**src/rtl/au_add_core_if.sv**
```systemverilog
// ---------------------------------------------------------------------------
// au_add_core_if -- operand/result bundle for the au_add_core wrap-around adder.
//
// Parameters:
//   WIDTH : operand and sum word length in bits (1..64)
//
// Signals:
//   a  : augend, driven by the master
//   b  : addend, driven by the master
//   s  : registered sum (a + b) mod 2^WIDTH, driven by the adder
//   co : registered carry out of bit WIDTH-1, driven by the adder
//        (present only when AU_ADD_COUT_EN is defined)
//
// Modports:
//   master : operand source / result sink
//   slave  : the adder itself
// ---------------------------------------------------------------------------
interface au_add_core_if #(
    parameter int WIDTH = 8
) ();

    logic [WIDTH-1:0] a;
    logic [WIDTH-1:0] b;
    logic [WIDTH-1:0] s;
`ifdef AU_ADD_COUT_EN
    logic             co;
`endif

`ifdef AU_ADD_COUT_EN
    modport master (output a, output b, input  s, input  co);
    modport slave  (input  a, input  b, output s, output co);
`else
    modport master (output a, output b, input  s);
    modport slave  (input  a, input  b, output s);
`endif

endinterface

```
**src/rtl/au_add_core.sv**
```systemverilog
// ---------------------------------------------------------------------------
// au_add_core -- two-operand binary adder, sum modulo 2^WIDTH, registered.
//
// Parameters:
//   WIDTH : operand/sum width in bits, 1..64
//   ARCH  : carry network: 0 ripple, 1 Sklansky, 2 Kogge-Stone,
//           3 Brent-Kung, anything else ripple. All produce identical sums.
//
// Ports:
//   clk  : clock, all state changes on the rising edge
//   rst  : synchronous active-high reset, clears the result register(s)
//   bus  : au_add_core_if.slave -- a, b in; s (and co) out, 1-cycle latency
//
// Optional build macro:
//   AU_ADD_COUT_EN : adds registered carry-out bus.co (bit WIDTH of a + b).
//                    Without it the top prefix node is never built.
// ---------------------------------------------------------------------------
module au_add_core #(
    parameter int WIDTH = 8,
    parameter int ARCH  = 0
) (
    input  logic          clk,
    input  logic          rst,
    au_add_core_if.slave  bus
);

    // Number of prefix levels; zero for the single-bit degenerate case.
    localparam int LV = (WIDTH > 1) ? $clog2(WIDTH) : 0;

    // Highest node index + 1 whose group carry is actually needed.
`ifdef AU_ADD_COUT_EN
    localparam int NB = WIDTH;
`else
    localparam int NB = WIDTH - 1;
`endif

    // Associative (g,p) combine of a high group with the adjacent low group.
    function automatic logic [1:0] pg_combine(input logic gh, input logic ph,
                                              input logic gl, input logic pl);
        return {gh | (ph & gl), ph & pl};
    endfunction

    logic [WIDTH-1:0] g_s;
    logic [WIDTH-1:0] p_s;
    logic [WIDTH-1:0] cy_s;   // carry into each bit, cy_s[0] = 0
    logic [WIDTH-1:0] s_d;
    logic [WIDTH-1:0] s_q;
`ifdef AU_ADD_COUT_EN
    logic             co_s;
    logic             co_d;
    logic             co_q;
`endif

    assign g_s = bus.a & bus.b;
    assign p_s = bus.a ^ bus.b;

    // Carry network: turns per-bit (g,p) into group generates gv[i] = carry
    // out of bits [i:0]. Nodes are updated in place; every node read at a
    // level is one that the same level does not overwrite (or, for ripple
    // and Kogge-Stone, one at a lower index visited later in a descending
    // loop / earlier in an ascending one), so one vector per level suffices.
    always_comb begin : carry_net
        logic [WIDTH-1:0] gv;
        logic [WIDTH-1:0] pv;
        logic [1:0]       gp;
        int               d;
        gv   = g_s;
        pv   = p_s;
        gp   = 2'b00;
        d    = 0;
        cy_s = '0;
`ifdef AU_ADD_COUT_EN
        co_s = 1'b0;
`endif
        case (ARCH)
            32'sd1: begin
                // Sklansky: at level k, nodes with index bit k set absorb the
                // top node of the lower half of their 2^(k+1) block.
                for (int k = 0; k < LV; k++) begin
                    for (int i = NB - 1; i >= 1; i--) begin
                        if (((i >> k) & 32'sd1) == 32'sd1) begin
                            d  = ((i >> k) << k) - 32'sd1;
                            gp = pg_combine(gv[i], pv[i], gv[d], pv[d]);
                        end else begin
                            gp = {gv[i], pv[i]};
                        end
                        gv[i] = gp[1];
                        pv[i] = gp[0];
                    end
                end
            end
            32'sd2: begin
                // Kogge-Stone: every node combines with the node 2^k below.
                for (int k = 0; k < LV; k++) begin
                    d = 32'sd1 << k;
                    for (int i = NB - 1; i >= 1; i--) begin
                        if (i >= d) begin
                            gp = pg_combine(gv[i], pv[i], gv[i-d], pv[i-d]);
                        end else begin
                            gp = {gv[i], pv[i]};
                        end
                        gv[i] = gp[1];
                        pv[i] = gp[0];
                    end
                end
            end
            32'sd3: begin
                // Brent-Kung up-sweep: build power-of-two aligned groups.
                for (int k = 0; k < LV; k++) begin
                    d = 32'sd1 << k;
                    for (int i = NB - 1; i >= 1; i--) begin
                        if (((i + 32'sd1) % (32'sd2 * d)) == 32'sd0) begin
                            gp = pg_combine(gv[i], pv[i], gv[i-d], pv[i-d]);
                        end else begin
                            gp = {gv[i], pv[i]};
                        end
                        gv[i] = gp[1];
                        pv[i] = gp[0];
                    end
                end
                // Down-sweep: fill the remaining nodes from finished prefixes.
                for (int k = LV - 1; k >= 0; k--) begin
                    d = 32'sd1 << k;
                    for (int i = NB - 1; i >= 1; i--) begin
                        if ((((i + 32'sd1) % (32'sd2 * d)) == d) && (i >= (32'sd2 * d))) begin
                            gp = pg_combine(gv[i], pv[i], gv[i-d], pv[i-d]);
                        end else begin
                            gp = {gv[i], pv[i]};
                        end
                        gv[i] = gp[1];
                        pv[i] = gp[0];
                    end
                end
            end
            default: begin
                // Ripple: serial chain from bit 0 upward.
                for (int i = 1; i < NB; i++) begin
                    gv[i] = g_s[i] | (p_s[i] & gv[i-1]);
                end
            end
        endcase
        for (int i = 1; i < WIDTH; i++) begin
            cy_s[i] = gv[i-1];
        end
`ifdef AU_ADD_COUT_EN
        co_s = gv[WIDTH-1];
`endif
    end

    assign s_d = p_s ^ cy_s;
`ifdef AU_ADD_COUT_EN
    assign co_d = co_s;
`endif

    // Result register: cleared by reset, otherwise captures this cycle's sum.
    always_ff @(posedge clk) begin
        if (rst) begin
            s_q <= '0;
        end else begin
            s_q <= s_d;
        end
    end

`ifdef AU_ADD_COUT_EN
    // Carry-out register, same timing and reset as the sum.
    always_ff @(posedge clk) begin
        if (rst) begin
            co_q <= 1'b0;
        end else begin
            co_q <= co_d;
        end
    end

    assign bus.co = co_q;
`endif

    assign bus.s = s_q;

endmodule

```
**src/flat_wrapper.sv**
```systemverilog
// flat-port wrapper written by rule: the top's interface ports become plain ports
module au_add_core_flat 
#(
    parameter int WIDTH = 8,
    parameter int ARCH  = 0
)
  (clk, rst, bus_a, bus_b, bus_s);
  au_add_core_if #(.WIDTH(WIDTH)) bus_i ();
  input  logic clk;
  input  logic rst;
  input wire logic [$bits(bus_i.a)-1:0] bus_a;
  input wire logic [$bits(bus_i.b)-1:0] bus_b;
  output wire logic [$bits(bus_i.s)-1:0] bus_s;
  assign bus_i.a = bus_a;
  assign bus_i.b = bus_b;
  assign bus_s = bus_i.s;
  au_add_core #(.WIDTH(WIDTH), .ARCH(ARCH)) u_core (.clk(clk), .rst(rst), .bus(bus_i));
endmodule
```
**config.mk**
```make
export PLATFORM = sky130hd
export DESIGN_NAME = au_add_core_flat
export DESIGN_NICKNAME = d
export VERILOG_FILES = /design/src/rtl/au_add_core_if.sv /design/src/rtl/au_add_core.sv /design/src/flat_wrapper.sv
export SDC_FILE = /design/constraint.sdc
export NUM_CORES = 1
export LEC_CHECK = 0
export CAP_MARGIN = 15
export CELL_PAD_IN_SITES_DETAIL_PLACEMENT = 1
export CELL_PAD_IN_SITES_GLOBAL_PLACEMENT = 1
export CORE_MARGIN = 2
export CORE_UTILIZATION = 21
export DETAILED_ROUTE_END_ITERATION = 8
export GPL_TIMING_DRIVEN = 0
export PLACE_DENSITY_LB_ADDON = 0.1
export SYNTH_ARGS = -nofsm -noshare
export SYNTH_HDL_FRONTEND = slang
export SYNTH_SLANG_ARGS = --single-unit
```
**constraint.sdc**
```tcl
create_clock -name clk -period 3.4 [get_ports clk]
set_input_delay 0.68 -clock clk [delete_from_list [all_inputs] [get_ports clk]]
set_output_delay 0.68 -clock clk [all_outputs]
set_load 0.02 [all_outputs]
```
==> flow_summary_export.csv, run 1 <==
group,metric,value,unit
power_and_ir_drop,vdd_ir_drop_max,0.1024,mV
synth,syn-num-nets,49,
timing,relSlewSlack,0.8322,
timing,period_needed,3.275,ns
synth,yosysUniqueCellTypes,6,
die,initial_utilization,0.2172,
critical_path,critPathMaxFanout,1,
cts,cts_buffer_depth,2,
global_routing,grt_use_met1,0.07426,
die,core_area,1670,um^2
layout,utilization,0.4022,
global_routing,met3_usage,0.03571,
route,drt_iter0_drc,3,
cts,cts_root_buf,"clkbuf_4",
synth,synth_adder_area_share,0.3655,
route,wl_per_cell,10.67,um
cts,cts_made_buffers,3,
global_routing,grt_max_degree,9,
route,wl,736,um
die,die_area,2076,um^2
critical_path,end_kind,"flip-flop",
timing,finalHoldViolations,0,
die,num_rows,15,
synth,synthesis.instances,24,
synth,syn_avg_cell_area,15.12,um^2
synth,synth_top_family_by_area,"adder cells",
global_routing,grt_use_total,0.08799,
critical_path,critical_path_required,3.53,ns
critical_path,start_kind,"primary input",
synth,synth_mux_area_frac,0,
global_routing,grt_pass1_vias,294,
power_and_ir_drop,p_leak,0.2590,nW
route,ant_nets,0,
power_and_ir_drop,power_density,394.8,nW/um^2
route,drc,0,
route,first_pass_iters,2,
die,pin_count,26,
cts,clock-sinks,8,
global_routing,grt_overflow_total,0,
synth,ys_warn_count,0,
timing,min_period_over_period,0.9632,
cts,h-tree-depth,1,
route,dr_total_vias,274,
layout,largest_reg_flops,8,
placed_design,place_area,639.4,um^2
cts,clkTransAtPathRegs,0.05,ns
placed_design,gp_congestion,0.5864,
layout,fillers,177,
synth,yosys_register_bits,8,
timing,maxSlewViolCount,0,
synth,yosysSeqAreaShare,0.4414,
critical_path,crit_arrival,3.41,ns
cts,cts_tree,"yes",
global_routing,gr-usage-met2,0.1493,
worst_hold_path,min_path_type,"primary input to flip-flop",
timing,tns,0,ns
timing,max_freq,305.4,MHz
global_routing,antenna_found_initial,0,
timing,setup_viol,0,
layout,drive_gt1_frac,0.1923,
synth,synth-compound-area-share,0,
synth,synth-simple-area-share,0.1310,
die,die_x,45.57,um
cts,post_cts.repair.setup_buffers,0,
global_routing,top_usage_layer,"met2",
layout,n_antenna_cell,0,
timing,rsz0062_at_grt,"false",
layout,syn2layout_area_growth,85.17,%
synth,synthesis.area,362.8,um^2
layout,stdcell_area,671.9,um^2
critical_path,worstSetupPathType,"primary input to flip-flop",
synth,synth_xor_area_frac,0.06207,
run_status,status,"finished clean",
route,viasPerCell,3.971,
global_routing,grt_pass1_wl,1145,um
timing,tightest_slew,0.2508,ns
placed_design,dp_hpwl,667,um
die,die-height,45.57,um
layout,fin_nets,79,
placed_design,io_buffer_count,25,
flow_run,maxCapViolCount,0,
## where the power goes
part / switching [mW] / internal, mW / total (mW)
Clock: 0.0301 / 0.0402 / 0.0703
Combinational: 0.0349 / 0.0520 / 0.0869
Sequential: 0.00273 / 0.105 / 0.108
## per-layer routing
layer  share of wire  vias to the layer above
met5               0                        -
met1            0.29                      126
met3            0.10                        0
met2            0.61                       17
li1                -                      131
met4               0                        0
## through the flow
step / hold slack, ns / power (mW) / std cells / setup WS, ns
finish: 0.9121 / 0.2653 / 69 / 0.1252
global route: 0.9392 / 0.2827 / 69 / 0.02622
CTS: 0.8878 / 0.2733 / 69 / 0.005359
detailed placement: 1.391 / 0.1989 / 66 / -0.5580
global placement: 1.398 / 0.1952 / 66 / -0.5078
floorplan: 0.7516 / 0.1459 / 24 / 0.01665
## critical path, cell delays in order
cell and delay [ns]:
clkdlybuf4s15_1 0.18, ha_2 0.19, fa_2 0.35, fa_2 0.34, fa_2 0.35, fa_2 0.34
fa_2 0.35, fa_2 0.36, xnor3_1 0.21, nor2_1 0.04
## final timing paths
kind	start	endpoint	slack, ns	depth (start not counted)
max	bus_b[0]	u_core.bus.s[7]	0.13	10
min	bus_a[0]	u_core.bus.s[0]	0.91	3
## cells in the final DEF, fill, tap and decap left out, drive strengths merged
cell,n
nor2b,7
fa,6
xnor3,1
clkdlybuf4s50,21
clkdlybuf4s15,2
clkbuf,3
nor2,1
dlygate4sd2,2
ha,1
dfxtp,8
## logic make-up (layout without fill, tap and decap cells)
logic type,after synthesis,after routing
xor+xnor,1,1
flops,8,8
simple gates,8,8
fa+ha+maj,7,7
buf+inv,0,28
## final cells by class
cell class | instances | area, um^2 | share of cell area
repair buffers | 25 | 247.7 | 0.3687
multi-input cells | 16 | 220.2 | 0.3277
flip-flops and latches | 8 | 160.2 | 0.2384
clock buffers | 3 | 22.52 | 0.03352
well taps | 17 | 21.27 | 0.03166
## synthesized netlist by cell type, drive strengths merged
cell type | count | area (um^2)
ha | 1 | 12.51
xnor3 | 1 | 22.52
dfxtp | 8 | 160.2
nor2b | 7 | 43.79
nor2 | 1 | 3.750
fa | 6 | 120.1
## timing repair
action	CTS	global route
hold buffers	0	0
pin swaps	8	5
resized for setup	11	0
endpoints found under the setup margin	2	2
Power figures use the tool's default switching activity.
==> inputs of run 2 (changes only) <==
--- a/config.mk
+++ b/config.mk
@@ -6,10 +6,10 @@
 export NUM_CORES = 1
 export LEC_CHECK = 0
 export CAP_MARGIN = 15
-export CELL_PAD_IN_SITES_DETAIL_PLACEMENT = 1
-export CELL_PAD_IN_SITES_GLOBAL_PLACEMENT = 1
+export CELL_PAD_IN_SITES_DETAIL_PLACEMENT = 2
+export CELL_PAD_IN_SITES_GLOBAL_PLACEMENT = 2
 export CORE_MARGIN = 2
-export CORE_UTILIZATION = 21
+export CORE_UTILIZATION = 17
 export DETAILED_ROUTE_END_ITERATION = 8
 export GPL_TIMING_DRIVEN = 0
 export PLACE_DENSITY_LB_ADDON = 0.1
==> run 2 against run 1 <==
Net effect:
- setup slack lost 0.013 ns
- first-iteration DRC count did not move
- sequential power about the same
- cell count rose by 14%
- clock power is 5.5% higher
- via count increased by 4.4%
- die area up 21%
- non-clock buffer count did not move
- combinational power grew 2%
- sequential share of layout area decreased by 0.86 points
- fmax fell by 0.39%
- critical path depth fell by 1
- critical path type unchanged
- critical endpoint is now u_core.bus.s[6]
- largest cell class unchanged
- largest power group unchanged
- highest routed layer unchanged
==> flow_summary_export.csv, run 2 (synthesis gave the netlist of run 1 again) <==
group,metric,value,unit
layout,drive_gt1_frac,0.2308,
layout,syn2layout_area_growth,92.07,%
timing,period_needed,3.288,ns
route,drc,0,
cts,clkTransAtPathRegs,0.06,ns
placed_design,preCtsSetupSlack,-0.5539,ns
timing,relSlewSlack,0.8010,
power_and_ir_drop,p_seq_frac,0.398,
placed_design,dp_hpwl,784.9,um
flow_run,maxCapViolCount,0,
placed_design,place_inst,76,
die,core_area,1982,um^2
route,first_pass_iters,2,
cts,ctsHoldBuffers,0,
cts,cts_made_buffers,3,
timing,maxSlewViolCount,0,
global_routing,grt_use_total,0.07955,
route,dr_total_vias,286,
critical_path,cp-startpoint,"bus_a[0]",
global_routing,grt_overflow_total,0,
route,wl_per_cell,11.28,um
layout,fillers,209,
critical_path,critical_path_required,3.59,ns
route,drt_iter0_drc,3,
cts,post_cts.repair.setup_buffers,0,
power_and_ir_drop,vdd_ir_drop_max,0.1279,mV
run_status,status,"finished clean",
global_routing,antenna_found_initial,0,
power_and_ir_drop,power_density,388.3,nW/um^2
die,die_area,2520,um^2
power_and_ir_drop,net-switching-power,0.07238,mW
worst_hold_path,min_path_type,"primary input to flip-flop",
layout,multi_input_area,230.2,um^2
critical_path,critPathMaxFanout,1,
cts,cts_tree,"yes",
route,viasPerCell,3.620,
die,num_rows,16,
timing,tightest_slew,0.2976,ns
layout,mostFrequentLayoutCell,"clkdlybuf4s50_1",
cts,cts_root_buf,"clkbuf_4",
critical_path,end_kind,"flip-flop",
layout,mostFrequentLayoutCells,"21 x clkdlybuf4s50_1, 8 x dfxtp_1, 7 x nor2b_1",
global_routing,grt_pass1_vias,358,
global_routing,grt_max_degree,9,
layout,ff_latch_area,160.2,um^2
power_and_ir_drop,p_int,0.1983,mW
layout,instances_no_fill,79,
layout,fin_nets,79,
cts,clock-sinks,8,
die,die-height,50.20,um
timing,rsz0062_at_grt,"false",
power_and_ir_drop,p_sw_frac,0.2674,
route,ant_nets,0,
placed_design,gp_congestion,0.6012,
timing,max_freq,304.2,MHz
timing,finalHoldViolations,0,
timing,min_period_over_period,0.9670,
die,die_x,50.20,um
power_and_ir_drop,p_clk_frac,0.274,
die,pin_count,26,
critical_path,crit_arrival,3.48,ns
layout,largest_reg_flops,8,
worst_hold_path,min_from,"bus_b[0]",
die,initial_utilization,0.1831,
cts,cts_buffer_depth,2,
timing,final.setup.worst_slack,0.1122,ns
power_and_ir_drop,p_leak,0.2610,nW
critical_path,worstSetupPathType,"primary input to flip-flop",
global_routing,grt_pass1_wl,1462,um
layout,stdcell_area,696.9,um^2
critical_path,start_kind,"primary input",
power_and_ir_drop,combPwrFrac,0.328,
placed_design,io_buffer_count,25,
cts,h-tree-depth,1,
placed_design,place_area,651.9,um^2
layout,n_antenna_cell,0,
timing,setup_viol,0,
route,wl,891,um
## run 2: cell counts in the layout (fill, tap and decap cells not counted)
No cell type changed its count.
## run 2: metrics by stage
step           utilization  total power [mW]  hold WS (ns)  setup TNS (ns)
6_report            0.3516            0.2706        0.8703               0
5_1_grt             0.3516            0.2904        0.8736               0
4_1_cts             0.3516            0.2784        0.8656               0
3_5_place_dp        0.3289            0.1995         1.422          -1.256
3_3_place_gp        0.3289            0.1946         1.387          -1.085
2_1_floorplan            -            0.1459        0.7516               0
## run 2: what timing repair did
action / CTS / global route
setup endpoints to repair: 2 / 2
pin swaps: 7 / 3
hold endpoints to repair: 0 / 0
resized for setup: 14 / 0
## run 2: critical path, cell delays in order
cell and delay (ns):
clkdlybuf4s15_2 0.20, ha_4 0.16, fa_2 0.36, fa_2 0.37, fa_2 0.35, fa_2 0.35
fa_2 0.35, fa_2 0.54, nor2b_1 0.11
## run 2: final cells by class
cell class / count / area share
flip-flops and latches: 8 / 0.2298
well taps: 27 / 0.04847
clock buffers: 3 / 0.03232
multi-input cells: 16 / 0.3303
repair buffers: 25 / 0.3591
## run 2: final timing paths
path / endpoint / slack (ns) / cells past startpoint
worst max-delay path: u_core.bus.s[6] / 0.11 / 9
worst min-delay path: u_core.bus.s[0] / 0.87 / 3
## run 2: layer usage
metal,wire (um),global-route usage,vias up
li1,-,-,130
met1,229,0.06742,141
met2,567,0.1645,15
met3,94,0.04464,0
met4,0,0,0
met5,0,0,-
## run 2: power groups by stage
stage | clock network [mW] | logic (mW) | registers, mW
floorplan | 0 | 0.0212 | 0.125
global placement | 0 | 0.0850 | 0.110
detailed placement | 0 | 0.0894 | 0.110
CTS | 0.0785 | 0.0920 | 0.108
global route | 0.0827 | 0.0986 | 0.109
finish | 0.0742 | 0.0887 | 0.108
==> inputs of run 3 (changes only) <==
--- a/config.mk
+++ b/config.mk
@@ -13,6 +13,7 @@
 export DETAILED_ROUTE_END_ITERATION = 8
 export GPL_TIMING_DRIVEN = 0
 export PLACE_DENSITY_LB_ADDON = 0.1
+export SLEW_MARGIN = 30
 export SYNTH_ARGS = -nofsm -noshare
 export SYNTH_HDL_FRONTEND = slang
 export SYNTH_SLANG_ARGS = --single-unit
==> results of run 3 <==
Final layout, timing and power as in run 2 (identical DEF).
